### config.mk
export PLATFORM = sky130hd
export DESIGN_NAME = vdp_cpu_bridge
export DESIGN_NICKNAME = d
export VERILOG_FILES = /design/src/rtl/vdp_bridge_pkg.sv /design/src/rtl/vdp_bridge_fifo.sv /design/src/rtl/vdp_cpu_bridge.sv
export SDC_FILE = /design/constraint.sdc
export NUM_CORES = 1
export LEC_CHECK = 0
export ABC_AREA = 0
export BUFFER_PORTS_ARGS = -buffer_cell sky130_fd_sc_hd__buf_4
export CORE_MARGIN = 4
export CORE_UTILIZATION = 40
export CTS_CLUSTER_SIZE = 25
export DETAILED_ROUTE_END_ITERATION = 7
export MAX_ROUTING_LAYER = met4
export PLACE_DENSITY_LB_ADDON = 0.2
export REMOVE_ABC_BUFFERS = 1
export SETUP_SLACK_MARGIN = 0.3
export SYNTH_ARGS = -nofsm -noshare
export SYNTH_HDL_FRONTEND = slang
export SYNTH_SLANG_ARGS = --single-unit
### constraint.sdc
create_clock -name clk -period 4.2 [get_ports clk]
set_input_delay 0.63 -clock clk [delete_from_list [all_inputs] [get_ports clk]]
set_output_delay 0.63 -clock clk [all_outputs]
set_load 0.02 [all_outputs]
### src/rtl/vdp_bridge_pkg.sv
// Shared types for the VDP host-bus bridge: FSM state encoding, posted-write entry and bit-order helper.
package vdp_bridge_pkg;

   // Entry fields are sized by these; the bridge's ADDR_W/DATA_W default to them and must match.
   localparam int unsigned BRIDGE_ADDR_W = 2;
   localparam int unsigned BRIDGE_DATA_W = 8;
   localparam int unsigned REV_MAX_W     = 32;

   typedef enum logic [2:0] {
      IDLE,
      WR_REQ,
      RD_DRAIN,
      RD_REQ,
      RD_HOLD
   } bridge_state_t;

   typedef struct packed {
      logic [BRIDGE_ADDR_W-1:0] adr;
      logic [BRIDGE_DATA_W-1:0] data;
   } fifo_entry_t;

   // Mirrors the low 'width' bits (TI numbering has bit 0 as the MSB).
   function automatic logic [REV_MAX_W-1:0] bit_rev(input logic [REV_MAX_W-1:0] d, input int width);
      logic [REV_MAX_W-1:0] r;
      r = '0;
      for (int i = 0; i < int'(REV_MAX_W); i++)
         if (i < width) r[i] = d[width-1-i];
      return r;
   endfunction

endpackage

### src/rtl/vdp_bridge_fifo.sv
// Posted-write FIFO for the VDP bridge: synchronous push/pop with occupancy level, full and empty.
module vdp_bridge_fifo #(
   parameter int DEPTH = 4,
   parameter int WIDTH = 10
) (
   input  logic                     clk,
   input  logic                     reset,
   input  logic                     push,
   input  logic [WIDTH-1:0]         wdata,
   input  logic                     pop,
   output logic [WIDTH-1:0]         rdata,
   output logic                     full,
   output logic                     empty,
   output logic [$clog2(DEPTH):0]   level
);

   localparam int PTR_W = $clog2(DEPTH);

   logic [WIDTH-1:0] mem [DEPTH];
   logic [PTR_W-1:0] wr_ptr;
   logic [PTR_W-1:0] rd_ptr;
   logic             do_push;
   logic             do_pop;

   assign full    = (level == (PTR_W+1)'(DEPTH));
   assign empty   = (level == '0);
   assign do_push = push & ~full;
   assign do_pop  = pop & ~empty;
   assign rdata   = mem[rd_ptr];

   // NOTE: the array has no reset on purpose; level and pointers alone decide what is valid, so it maps to plain RAM.
   always_ff @(posedge clk) begin
      if (do_push) mem[wr_ptr] <= wdata;
   end

   always_ff @(posedge clk) begin
      if (reset) begin
         wr_ptr <= '0;
         rd_ptr <= '0;
         level  <= '0;
      end else begin
         if (do_push) wr_ptr <= wr_ptr + PTR_W'(1);
         if (do_pop)  rd_ptr <= rd_ptr + PTR_W'(1);
         case ({do_push, do_pop})
            2'b10:   level <= level + (PTR_W+1)'(1);
            2'b01:   level <= level - (PTR_W+1)'(1);
            default: level <= level;
         endcase
      end
   end

endmodule

### src/rtl/vdp_cpu_bridge.sv
// Host-bus front end for the VDP: filters csr_n/csw_n, posts writes, orders reads behind them.
// Optional ack timeout is enabled by defining VDP_BRIDGE_ACK_TIMEOUT_EN.
module vdp_cpu_bridge
   import vdp_bridge_pkg::*;
#(
   parameter int SYNC_STAGES = 2,
   parameter int ADDR_W      = BRIDGE_ADDR_W,
   parameter int DATA_W      = BRIDGE_DATA_W,
   parameter int FIFO_DEPTH  = 4,
   parameter int BIT_REVERSE = 1,
   parameter int ACK_TIMEOUT = 255
) (
   input  logic                          clk,
   input  logic                          reset,
   input  logic                          csr_n,
   input  logic                          csw_n,
   input  logic [ADDR_W-1:0]             mode,
   input  logic [DATA_W-1:0]             cd_in,
   output logic [DATA_W-1:0]             cd_out,
   output logic                          cd_oe,
   output logic                          vdp_req,
   output logic                          vdp_wrt,
   output logic [ADDR_W-1:0]             vdp_adr,
   output logic [DATA_W-1:0]             vdp_dbo,
   input  logic                          vdp_ack,
   input  logic [DATA_W-1:0]             vdp_dbi,
   output logic [$clog2(FIFO_DEPTH):0]   fifo_level,
   output logic                          overflow,
   input  logic                          overflow_clr,
   output logic                          bus_err
);

   localparam int LAST = SYNC_STAGES - 1;

   function automatic logic [DATA_W-1:0] host_order(input logic [DATA_W-1:0] d);
      return (BIT_REVERSE != 0) ? DATA_W'(bit_rev(REV_MAX_W'(d), DATA_W)) : d;
   endfunction

   logic [SYNC_STAGES-1:0] csr_sync, csw_sync;
   logic [ADDR_W-1:0]      mode_sync [SYNC_STAGES];
   logic [DATA_W-1:0]      cd_sync   [SYNC_STAGES];
   logic                   rd_act, wr_act, rd_act_next, wr_act_next;
   logic                   rd_start, wr_start, wr_end, conflict, conflict_start;
   logic                   wr_spoiled, rd_pend;
   logic [ADDR_W-1:0]      wr_adr, rd_mode;
   bridge_state_t          state, next_state;
   logic                   done, timeout, pop, load_wr, load_rd, latch_rd;
   logic                   push, full, empty;
   fifo_entry_t            push_entry, head;

   always_ff @(posedge clk) begin
      if (reset) begin
         csr_sync <= '1;
         csw_sync <= '1;
         for (int i = 0; i < SYNC_STAGES; i++) begin
            mode_sync[i] <= '0;
            cd_sync[i]   <= '0;
         end
      end else begin
         csr_sync     <= {csr_sync[SYNC_STAGES-2:0], csr_n};
         csw_sync     <= {csw_sync[SYNC_STAGES-2:0], csw_n};
         mode_sync[0] <= mode;
         cd_sync[0]   <= cd_in;
         for (int i = 1; i < SYNC_STAGES; i++) begin
            mode_sync[i] <= mode_sync[i-1];
            cd_sync[i]   <= cd_sync[i-1];
         end
      end
   end

   // Hysteresis: the filtered level only moves when the last two stages agree.
   assign rd_act_next    = (csr_sync[LAST] == csr_sync[LAST-1]) ? ~csr_sync[LAST] : rd_act;
   assign wr_act_next    = (csw_sync[LAST] == csw_sync[LAST-1]) ? ~csw_sync[LAST] : wr_act;
   assign conflict       = rd_act_next & wr_act_next;
   assign conflict_start = conflict & ~(rd_act & wr_act);
   assign rd_start       = rd_act_next & ~rd_act & ~wr_act_next;
   assign wr_start       = wr_act_next & ~wr_act;
   assign wr_end         = ~wr_act_next & wr_act;
   assign push           = wr_end & ~wr_spoiled;

   assign push_entry.adr  = wr_adr;
   assign push_entry.data = host_order(cd_sync[LAST]);

   vdp_bridge_fifo #(
      .DEPTH (FIFO_DEPTH),
      .WIDTH ($bits(fifo_entry_t))
   ) u_fifo (
      .clk   (clk),
      .reset (reset),
      .push  (push),
      .wdata (push_entry),
      .pop   (pop),
      .rdata (head),
      .full  (full),
      .empty (empty),
      .level (fifo_level)
   );

`ifdef VDP_BRIDGE_ACK_TIMEOUT_EN
   localparam int TMO_W = $clog2(ACK_TIMEOUT + 1);
   logic [TMO_W-1:0] tmo_cnt;

   always_ff @(posedge clk) begin
      if (reset || !vdp_req) tmo_cnt <= '0;
      else                   tmo_cnt <= tmo_cnt + TMO_W'(1);
   end

   assign timeout = vdp_req & (tmo_cnt == TMO_W'(ACK_TIMEOUT - 1));
`else
   assign timeout = 1'b0;
`endif

   assign done    = vdp_req & (vdp_ack | timeout);
   assign vdp_req = (state == WR_REQ) || (state == RD_REQ);
   assign vdp_wrt = (state == WR_REQ);

   // The head entry stays in the FIFO until the VDP takes it, so level counts the in-flight write.
   always_comb begin
      // NOTE: every output of this block gets a default first so no path can infer a latch.
      next_state = state;
      pop        = 1'b0;
      load_wr    = 1'b0;
      load_rd    = 1'b0;
      latch_rd   = 1'b0;
      case (state)
         IDLE: begin
            if (rd_pend)     next_state = RD_DRAIN;
            else if (!empty) begin
               load_wr    = 1'b1;
               next_state = WR_REQ;
            end
         end
         WR_REQ: begin
            if (done) begin
               pop        = 1'b1;
               next_state = rd_pend ? RD_DRAIN : IDLE;
            end
         end
         RD_DRAIN: begin
            if (!empty) begin
               load_wr    = 1'b1;
               next_state = WR_REQ;
            end else begin
               load_rd    = 1'b1;
               next_state = RD_REQ;
            end
         end
         RD_REQ: begin
            if (done) begin
               latch_rd   = 1'b1;
               next_state = rd_act ? RD_HOLD : IDLE;
            end
         end
         RD_HOLD: if (!rd_act) next_state = IDLE;
         default: next_state = IDLE;
      endcase
   end

   // NOTE: all state below uses non-blocking assignments so every flop samples pre-edge values.
   always_ff @(posedge clk) begin
      if (reset) begin
         state      <= IDLE;
         rd_act     <= 1'b0;
         wr_act     <= 1'b0;
         wr_spoiled <= 1'b0;
         rd_pend    <= 1'b0;
         wr_adr     <= '0;
         rd_mode    <= '0;
         vdp_adr    <= '0;
         vdp_dbo    <= '0;
         cd_out     <= '0;
         overflow   <= 1'b0;
         bus_err    <= 1'b0;
      end else begin
         state   <= next_state;
         rd_act  <= rd_act_next;
         wr_act  <= wr_act_next;
         bus_err <= conflict_start | timeout;

         if (wr_start) begin
            wr_adr     <= mode_sync[LAST];
            wr_spoiled <= conflict;
         end else if (conflict) begin
            wr_spoiled <= 1'b1;
         end

         if (rd_start) begin
            rd_pend <= 1'b1;
            rd_mode <= mode_sync[LAST];
         end else if (load_rd) begin
            rd_pend <= 1'b0;
         end

         if (load_wr) begin
            vdp_adr <= ADDR_W'(head.adr);
            vdp_dbo <= DATA_W'(head.data);
         end else if (load_rd) begin
            vdp_adr <= rd_mode;
         end

         if (latch_rd) cd_out <= timeout ? '1 : host_order(vdp_dbi);

         if (push && full)      overflow <= 1'b1;
         else if (overflow_clr) overflow <= 1'b0;
      end
   end

   assign cd_oe = rd_act;

endmodule
# After elaboration in Yosys (flattened, before gate mapping)
# Memory sizes are Yosys's and may differ from the RTL's. A register that Yosys moved wholly into a read port is not among the register bits.
# Cells that the tools add are included.
# word_totals
output_inout_bits,26
elab_cells,110
input_bits,24
register_bits,42
mem_count,3
ram_bits,60
# mem_list
memory,depth,width,rd,rd_clocked_by_memory_dff,write_ports,line,rtl
u_fifo.mem,4,10,1,1,1,vdp_bridge_fifo.sv:19,logic [WIDTH-1:0] mem [DEPTH];
cd_sync,2,8,2,0,2,vdp_cpu_bridge.sv:41,logic [DATA_W-1:0] cd_sync [SYNC_STAGES];
mode_sync,2,2,2,0,2,vdp_cpu_bridge.sv:40,logic [ADDR_W-1:0] mode_sync [SYNC_STAGES];
# classes
n_addsub,4
mux,39
n_bitwise,24
n_reduce_logical,10
eq_ne,13
# ops
cell,count
two-way mux 1 bit,20
two-way mux 3 bit,6
two-way mux 2 bit,8
two-way mux 8 bit,2
one-hot mux 3 bit (5 select lines),1
bitwise AND 1 bit,11
nonzero test 2 bit,5
NOT 1 bit,9
"== test 3 x 2 -> 1 bit, second input constant",2
"== test 3 bit, second input constant",2
logical NOT 3 bit,2
one-hot mux 3 bit (2 select lines),1
"adder 2 x 1 -> 2 bit, second input constant",2
"!= test 2 bit, second input constant",2
bitwise OR 1 bit,4
AND reduction 4 bit,1
"adder 3 x 1 -> 3 bit, second input constant",1
"== test 3 x 1 -> 1 bit, second input constant",1
"!= test 3 bit, second input constant",1
"subtractor 3 x 1 -> 3 bit, second input constant",1
== test 1 bit,2
"== test 2 x 1 -> 1 bit, second input constant",1
"== test 2 bit, second input constant",1
"!= test 2 x 1 -> 1 bit, second input constant",1
other kinds (3),3

# Logic depth before layout (Yosys ltp)
# Gate-level depths: netlist of run 1.
# depth
word_depth,8
depth_mapped,9
depth_no_buf,9

# By module
# From an unflattened synthesis of run 1, not the netlist that was laid out.
# hier_totals
cells_unflattened,305
hier_area_um2,3844.9
# by_module_without_submodules
module,seq_area_each_um2,n_inst,cells_per_inst,area_per_inst_um2
vdp_cpu_bridge,1101.1,1,199,1925.6
vdp_bridge_fifo,1381.3,1,106,1919.3

# Worst setup path before layout of run 1
# No wires, ideal clock.
# synth_path
path_type,register -> register
start,reg state[1]
end,reg u_fifo.level[2]
path_buffers,1
required_ns,4.130
period_less_slack_ns,2.585
slack_ns,1.615
arrival_ns,2.515
setup_time_ns,0.070
stages_incl_launch_ff,10
cell_sequence,dfxtp_1 -> buf_2 -> nor3b_1 -> and3_2 -> ha_1 -> inv_1 -> fa_1 -> xor2_1 -> or3_1 -> a21oi_1
# synth_between
elab_chain_len,8
word_cells_on_any_way,11
# synth_rtl
element,line,rtl
from (decl),vdp_cpu_bridge.sv:46,"bridge_state_t state, next_state;"
from (signal assigned),vdp_cpu_bridge.sv:175,state <= next_state;
== test 3 x 1 -> 1 bit *,-,
via vdp_wrt,vdp_cpu_bridge.sv:22,"output logic vdp_wrt,"
logical OR 1 bit,vdp_cpu_bridge.sv:114,assign vdp_req = (state == WR_REQ) || (state == RD_REQ);
bitwise AND 1 bit,vdp_cpu_bridge.sv:113,assign done = vdp_req & (vdp_ack | timeout);
two-way mux 1 bit,vdp_cpu_bridge.sv:134,if (done) begin
two-way mux 1 bit *,vdp_cpu_bridge.sv:125,case (state)
bitwise AND 1 bit *,vdp_bridge_fifo.sv:28,assign do_pop = pop & ~empty;
via u_fifo.do_pop,vdp_bridge_fifo.sv:23,logic do_pop;
== test 2 x 1 -> 1 bit or == test 2 bit (tied branches),vdp_bridge_fifo.sv:44,"case ({do_push, do_pop})"
one-hot mux 3 bit (2 select lines) or nonzero test 2 bit (tied branches),-,
to (signal assigned),vdp_bridge_fifo.sv:45,2'b10: level <= level + (PTR_W+1)'(1);
to (signal assigned),vdp_bridge_fifo.sv:46,2'b01: level <= level - (PTR_W+1)'(1);
to (signal assigned),vdp_bridge_fifo.sv:47,default: level <= level;
to (decl),vdp_bridge_fifo.sv:14,output logic [$clog2(DEPTH):0] level
# Mark *: on every way through the listed nets, which the timed path passes. The rest lies on a longest branch.
# A chain may end at the register's enable or synchronous reset.

# Worst setup path after layout of run 1
# layout_path
start,reg state[0]
end,reg u_fifo.level[2]
# layout_between
elab_chain_len,8
word_cells_on_any_way,11
# layout_rtl
element,line
== test 3 x 1 -> 1 bit or == test 3 x 2 -> 1 bit (tied branches),"vdp_cpu_bridge.sv:114, vdp_cpu_bridge.sv:125"
logical OR 1 bit,vdp_cpu_bridge.sv:114
bitwise AND 1 bit,vdp_cpu_bridge.sv:113
two-way mux 1 bit,vdp_cpu_bridge.sv:134
two-way mux 1 bit *,vdp_cpu_bridge.sv:125
bitwise AND 1 bit *,vdp_bridge_fifo.sv:28
via u_fifo.do_pop,vdp_bridge_fifo.sv:23
== test 2 x 1 -> 1 bit or == test 2 bit (tied branches),vdp_bridge_fifo.sv:44
one-hot mux 3 bit (2 select lines) or nonzero test 2 bit (tied branches),-
# Marks and branches as above.

==> impl_metrics.tcl, run 1 <==
set metrics [dict create \
    clock_path_buffers 2 \
    die_w_um 105 \
    highest_layer "met4" \
    syn_inst 294 \
    nNetsFinal 374 \
    grt_pass1_wl_um 10900 \
    grt_setup_unrepaired "false" \
    io_pins 50 \
    synth_edf_count 40 \
    portBuffers 49 \
    placed_area_mm2 0.00426 \
    min_path_type "input pin to flop" \
    synth_cell_type_count 44 \
    final_cell_area_mm2 0.00446 \
    drive_gt1_share_pct 21.8 \
    wl_met3_um 296 \
    finalCriticalPeriod_ns 2.33 \
    endpoint_kind "flop" \
    critPathCapture "u_fifo.level[2]" \
    rows 35 \
    tightest_slew_ns 0.667 \
    grt_max_degree 56 \
    clock_latency_ns 0.37 \
    worst_ep_arrival_time_ns 2.63 \
    dp_hpwl_um 4340 \
    initial_core_util_pct 40.9 \
    criticalPathCategory "flop to flop" \
    gp_congestion 0.724 \
    synth_area_mm2 0.00378 \
    dieArea_mm2 0.0111 \
    p_per_area_mw_per_mm2 385 \
    wl_um 6620 \
    clk_pin_slew_worst_paths_ns 0.11 \
    ir_drop_mv 0.161 \
    syn_area_per_cell_um2 12.9 \
    synth_ff_type "dfxtp_1" \
    start_kind "flop" \
    h-tree-depth 3 \
    worst-r2r-setup-slack_ns 1.87 \
    cts_tree "built" \
    syn_to_final_growth_pct 17.9 \
    wl_per_cell_um 13.9 \
    cts_setup_buffers 0 \
    fillCellCount 849 \
    synth_seq_cells 104 \
    fin_crit_sh_pct 55.4 \
    r2r-end "u_fifo.level[2]" \
    async_flop_share_pct 0 \
    die_y_um 105 \
    worst_ep_required_time_ns 4.50 \
    max-cap-violations 0 \
    fmax_mhz 429 \
    drtIter0Drc 69 \
    p_leak_nw 1.66 \
    via_per_inst 4.66 \
    cts_buffers 9 \
    status "completed" \
    reg2reg_depth 8 \
    regArea_mm2 0.00248 \
    cts.hold.buffers_added 0 \
    cts_num_sinks 104 \
    hold_ws_ns 0.441 \
    slew_headroom_pct 55.4 \
    antenna_found_initial 0 \
    root_buffer "clkbuf_8" \
    drc 0 \
    ant_nets 0 \
    critical_path_peak_fanout 8 \
    setup_viol 0 \
    fin_setup_tns_ns 0 \
    multiInputGateArea_mm2 0.00118 \
    grt_overflow_total 0 \
    core_area_mm2 0.00924 \
    skew_ns 0.0103 \
    ys_seq_area_share_pct 65.6 \
    cts_repair_resize_count 0 \
    ys.warnings.count 0 \
    critPathLaunch "state[0]" \
    worstReg2RegStart "state[0]" \
    diodes 0 \
    final_cells 478 \
    hold_violations 0 \
    grt_usage_pct 12.9 \
    placedCellCount 462 \
    drv_slew 0 \
    dr.pass1.iters 4 \
    wl_met2_um 3090 \
    met1_length_um 3100 \
    vias 2229 \
    grt_pass1_vias 2207 \
]
## cells by family (layout without fill, tap and decap cells)
group                      after synthesis  count (layout)  share of synthesized area, %
DFF                                    104             104                          65.6
and+or+nand+nor                         97              97                          13.3
AOI/OAI and AO/OA                       38              38                          6.32
buffers and inverters                   28              83                          3.17
muxes                                   15              15                          8.07
adders and majority gates                6               6                          2.18
xor gates and xnor gates                 6               6                          1.39
## state kept, by name, indices dropped and copies added, names as in the netlist, named ones only
name	count
u_fifo.mem	40
vdp_dbo	8
mode_sync	4
bus_err	1
vdp_adr	2
state	3
wr_spoiled	1
u_fifo.rd_ptr	2
wr_act	1
u_fifo.wr_ptr	2
rd_mode	2
csr_sync	2
rd_pend	1
cd_oe	1
u_fifo.level	3
overflow	1
cd_out	8
cd_sync	16
csw_sync	2
wr_adr	2
## synthesized netlist by cell type (3+ instances only)
master | count | area share, %
xor2_1 | 3 | 0.69
or2_2 | 4 | 0.66
nand2_1 | 29 | 2.9
mux4_1 | 8 | 5.6
o21ai_0 | 11 | 1.5
xnor2_1 | 3 | 0.69
and2_1 | 4 | 0.66
ha_1 | 5 | 1.7
inv_1 | 18 | 1.8
edfxtp_1 | 40 | 32
mux2i_1 | 5 | 1.3
dfxtp_1 | 64 | 34
nor3_1 | 6 | 0.79
a21oi_1 | 14 | 1.9
clkbuf_1 | 3 | 0.30
nor2_1 | 20 | 2.0
nor2b_1 | 24 | 4.0
## critical path, stage by stage, from the launching register on
cell     delay [ns]
dfxtp_1        0.45
nor3b_1        0.35
and3_2         0.26
ha_1           0.18
inv_1          0.06
fa_1           0.37
xor2_1         0.16
or3_1          0.30
a21oi_1        0.14
## layout make-up
class	instances	share of cell area, %
clock buffer	9	2.78
clock inverter	7	1.68
inverter	18	1.52
multi-input combinational	162	26.5
sequential	104	55.7
tap	129	3.62
timing repair buffer	49	8.25
## layer usage
metal | vias up | GRT usage [%]
met5 | - | -
met4 | 0 | 6.19
met3 | 8 | 2.88
met2 | 52 | 20.0
met1 | 1044 | 16.0
li1 | 1125 | -
## cell usage in the layout (no fill, tap or decap), types with 9 or more instances in the layout
cell,netlist,routed
o21ai_0,11,11
inv_1,18,18
nor2b_1,24,24
nor2_1,20,20
clkbuf_8,0,9
dfxtp_1,64,64
buf_4,1,49
edfxtp_1,40,40
a21oi_1,14,14
nand2_1,29,29
## where the power goes
group | total [W] | switching (W) | internal (W)
clock | 0.000604 | 0.000369 | 0.000235
combinational | 0.0000493 | 0.0000237 | 0.0000256
sequential | 0.00106 | 0.00000773 | 0.00105
total | 0.00172 | 0.000400 | 0.00132
## through the flow
stage | power, W | util (%) | setup slack, ns
6_report | 0.00172 | 48.3 | 1.87
2_1_floorplan | 0.00110 | - | 1.63
5_1_grt | 0.00179 | 48.3 | 1.71
3_3_place_gp | 0.00113 | 46.1 | 1.99
3_5_place_dp | 0.00114 | 46.1 | 1.89
4_1_cts | 0.00174 | 48.3 | 1.86
## how the worst min path moves through the flow
| stage | from | to | slack (ns) | depth (start not counted) |
|---|---|---|---|---|
| 6_report | csr_n | csr_sync[0] | 0.44 | 2 |
| 3_5_place_dp | mode_sync[0][1] | mode_sync[0][3] | 0.43 | 1 |
| 5_1_grt | csr_n | csr_sync[0] | 0.42 | 2 |
| 2_1_floorplan | cd_sync[0][2] | cd_sync[0][10] | 0.41 | 1 |
| 4_1_cts | csr_n | csr_sync[0] | 0.43 | 2 |
| 3_3_place_gp | cd_sync[0][1] | cd_sync[0][9] | 0.42 | 1 |
(Power assumes the default switching activity.)
==> run 2, diff against run 1 <==
==> constraint.sdc (replaced) <==
create_clock -name clk -period 1.9 [get_ports clk]
set_input_delay 0.285 -clock clk [delete_from_list [all_inputs] [get_ports clk]]
set_output_delay 0.285 -clock clk [all_outputs]
set_load 0.02 [all_outputs]
==> run 2 against run 1 <==
Clock skew decreased by 0.0015 ns. Register-to-register slack got worse by 1.9 ns. Worst hold slack got worse by 0.35 ns. Highest routed layer unchanged. Final cell count increased by 7.9%. The flow now finishes with violations (setup timing). Cell area increased by 11%. Critical path type unchanged. Critical endpoint unchanged.
==> impl_metrics.tcl, run 2 (same netlist as run 1, synthesis figures left out) <==
set metrics [dict create \
    status "finished with violations" \
    violations "setup timing" \
    syn_to_final_growth_pct 31.2 \
    cpMostUsedCell "inv_2" \
    p_int_w 0.00305 \
    io_pins 50 \
    vias 2327 \
    fmax_mhz 521 \
    fin_crit_sh_pct 101 \
    reg_top3 "u_fifo.mem x40, cd_sync x16" \
    wl_um 6810 \
    cts_buffers 9 \
    dieArea_mm2 0.0111 \
    portBuffers 49 \
    reg2reg_depth 9 \
    via_per_inst 4.51 \
    largest_reg_flops 40 \
    slew_headroom_pct 68.0 \
    p_seq_share_pct 59.4 \
    drv_slew 0 \
    criticalPathCategory "flop to flop" \
    worstPathBufferInverterCount 2 \
    wl_per_cell_um 13.2 \
    grt_overflow_total 0 \
    fin_setup_tns_ns -0.0200 \
    diodes 0 \
    r2r-end "u_fifo.level[2]" \
    max-cap-violations 0 \
    crit_chain "and4b_1, a21boi_4, inv_2, ha_4, inv_2, fa_2, xor2_1, or3_1, a21oi_2" \
    hold_end "csr_sync[0]" \
    start_kind "flop" \
    setup_viol 1 \
    clock_path_buffers 2 \
    die_w_um 105 \
    hold_violations 0 \
    clockPowerShare_pct 37.5 \
    grt_pass1_wl_um 11300 \
    hold_ws_ns 0.0951 \
    hp-start "csr_n" \
    p_per_area_mw_per_mm2 796 \
    hold_depth 2 \
    grt_setup_unrepaired "true" \
    antenna_found_initial 0 \
    cts_num_sinks 104 \
    drive_gt1_share_pct 33.6 \
    tightest_slew_ns 0.478 \
    max_stage_delay_ns 0.32 \
    endpoint_kind "flop" \
    critical_path_peak_fanout 2 \
    cts.hold.buffers_added 0 \
    drc 0 \
    p_sw_share_pct 22.8 \
    finalCriticalPeriod_ns 1.92 \
    p_leak_nw 1.93 \
    largest-register "u_fifo.mem" \
    dr.pass1.iters 4 \
    fillCellCount 792 \
    drtIter0Drc 100 \
    cts_tree "built" \
    comb_power_share_pct 3.2 \
    power_switching_w 0.000901 \
    layout_common_cells "78 x buf_4, 61 x dfxtp_1, 40 x edfxtp_1, 29 x nand2_1, 23 x nor2b_1" \
    gp_congestion 0.709 \
    rows 35 \
    ant_nets 0 \
    dp_hpwl_um 4680 \
    h-tree-depth 3 \
    fin_util_pct 53.7 \
    worst_ep_arrival_time_ns 2.23 \
    nNetsFinal 412 \
    root_buffer "clkbuf_8" \
    grt_usage_pct 13.4 \
    die_y_um 105 \
    slowest_stage "dfxtp_1" \
    grt_pass1_vias 2263 \
    worstReg2RegStart "wr_act" \
    worst_ep_required_time_ns 2.21 \
    skew_ns 0.00879 \
    ir_drop_mv 0.431 \
    initial_core_util_pct 40.9 \
    dp_slack_ns -0.162 \
    crit_family "simple AND/OR/NAND/NOR gates" \
    core_area_mm2 0.00924 \
    clk_pin_slew_worst_paths_ns 0.11 \
    worst-r2r-setup-slack_ns -0.02 \
    clock_latency_ns 0.37 \
    layout_commonest_cell "buf_4" \
    grt_max_degree 33 \
    min_path_type "input pin to flop" \
    postLayoutSetupSlackWorst_ns -0.0200 \
]
## run 2: power groups by stage
stage / combinational (W) / clock (W) / sequential [W]
2_1_floorplan: 0.0000422 / 0 / 0.00240
3_3_place_gp: 0.000124 / 0 / 0.00240
3_5_place_dp: 0.000125 / 0 / 0.00240
4_1_cts: 0.000127 / 0.00153 / 0.00235
5_1_grt: 0.000140 / 0.00163 / 0.00235
6_report: 0.000125 / 0.00148 / 0.00235
## run 2: final cells by class
type	count	area [um2]	area share, %
well taps	129	161	3.25
flip-flops and latches	104	2490	50.1
clock buffers	9	124	2.49
clock inverters	7	101	2.04
multi-input cells	162	1240	25.0
repair buffers	87	786	15.8
inverters	18	67.6	1.36
## run 2: per-layer routing
metal | part of all wire [%] | routed length, um | track usage (%)
met3 | 4.8 | 325 | 3.98
met4 | 0.78 | 53 | 4.22
met1 | 45 | 3040 | 16.3
met2 | 50 | 3390 | 21.5
met5 | 0 | 0 | -
## run 2: stage by stage
stage	total power (W)	instance area, um2	instances
finish	0.00395	4970	516
global route	0.00412	4970	516
CTS	0.00401	4920	512
detailed placement	0.00252	4510	489
global placement	0.00252	4510	489
floorplan	0.00244	3730	284
## run 2: worst max path at each step
stage	slack, ns	startpoint	end	depth (start not counted)
after floorplan	-0.67	state[0]	u_fifo.level[2]	8
after global placement	-0.09	state[1]	u_fifo.level[2]	8
after detailed placement	-0.16	state[1]	u_fifo.level[2]	8
after CTS	-0.04	wr_spoiled	u_fifo.level[2]	9
after global routing	-0.13	wr_spoiled	u_fifo.level[2]	9
final	-0.02	wr_act	u_fifo.level[2]	9
## run 2: timing repair
action / 4_1_cts / 5_1_grt
gates resized for setup: 18 / 6
cloned: 3 / 0
setup buffers: 4 / 4
pin swaps: 8 / 2
setup endpoints to repair: 41 / 47
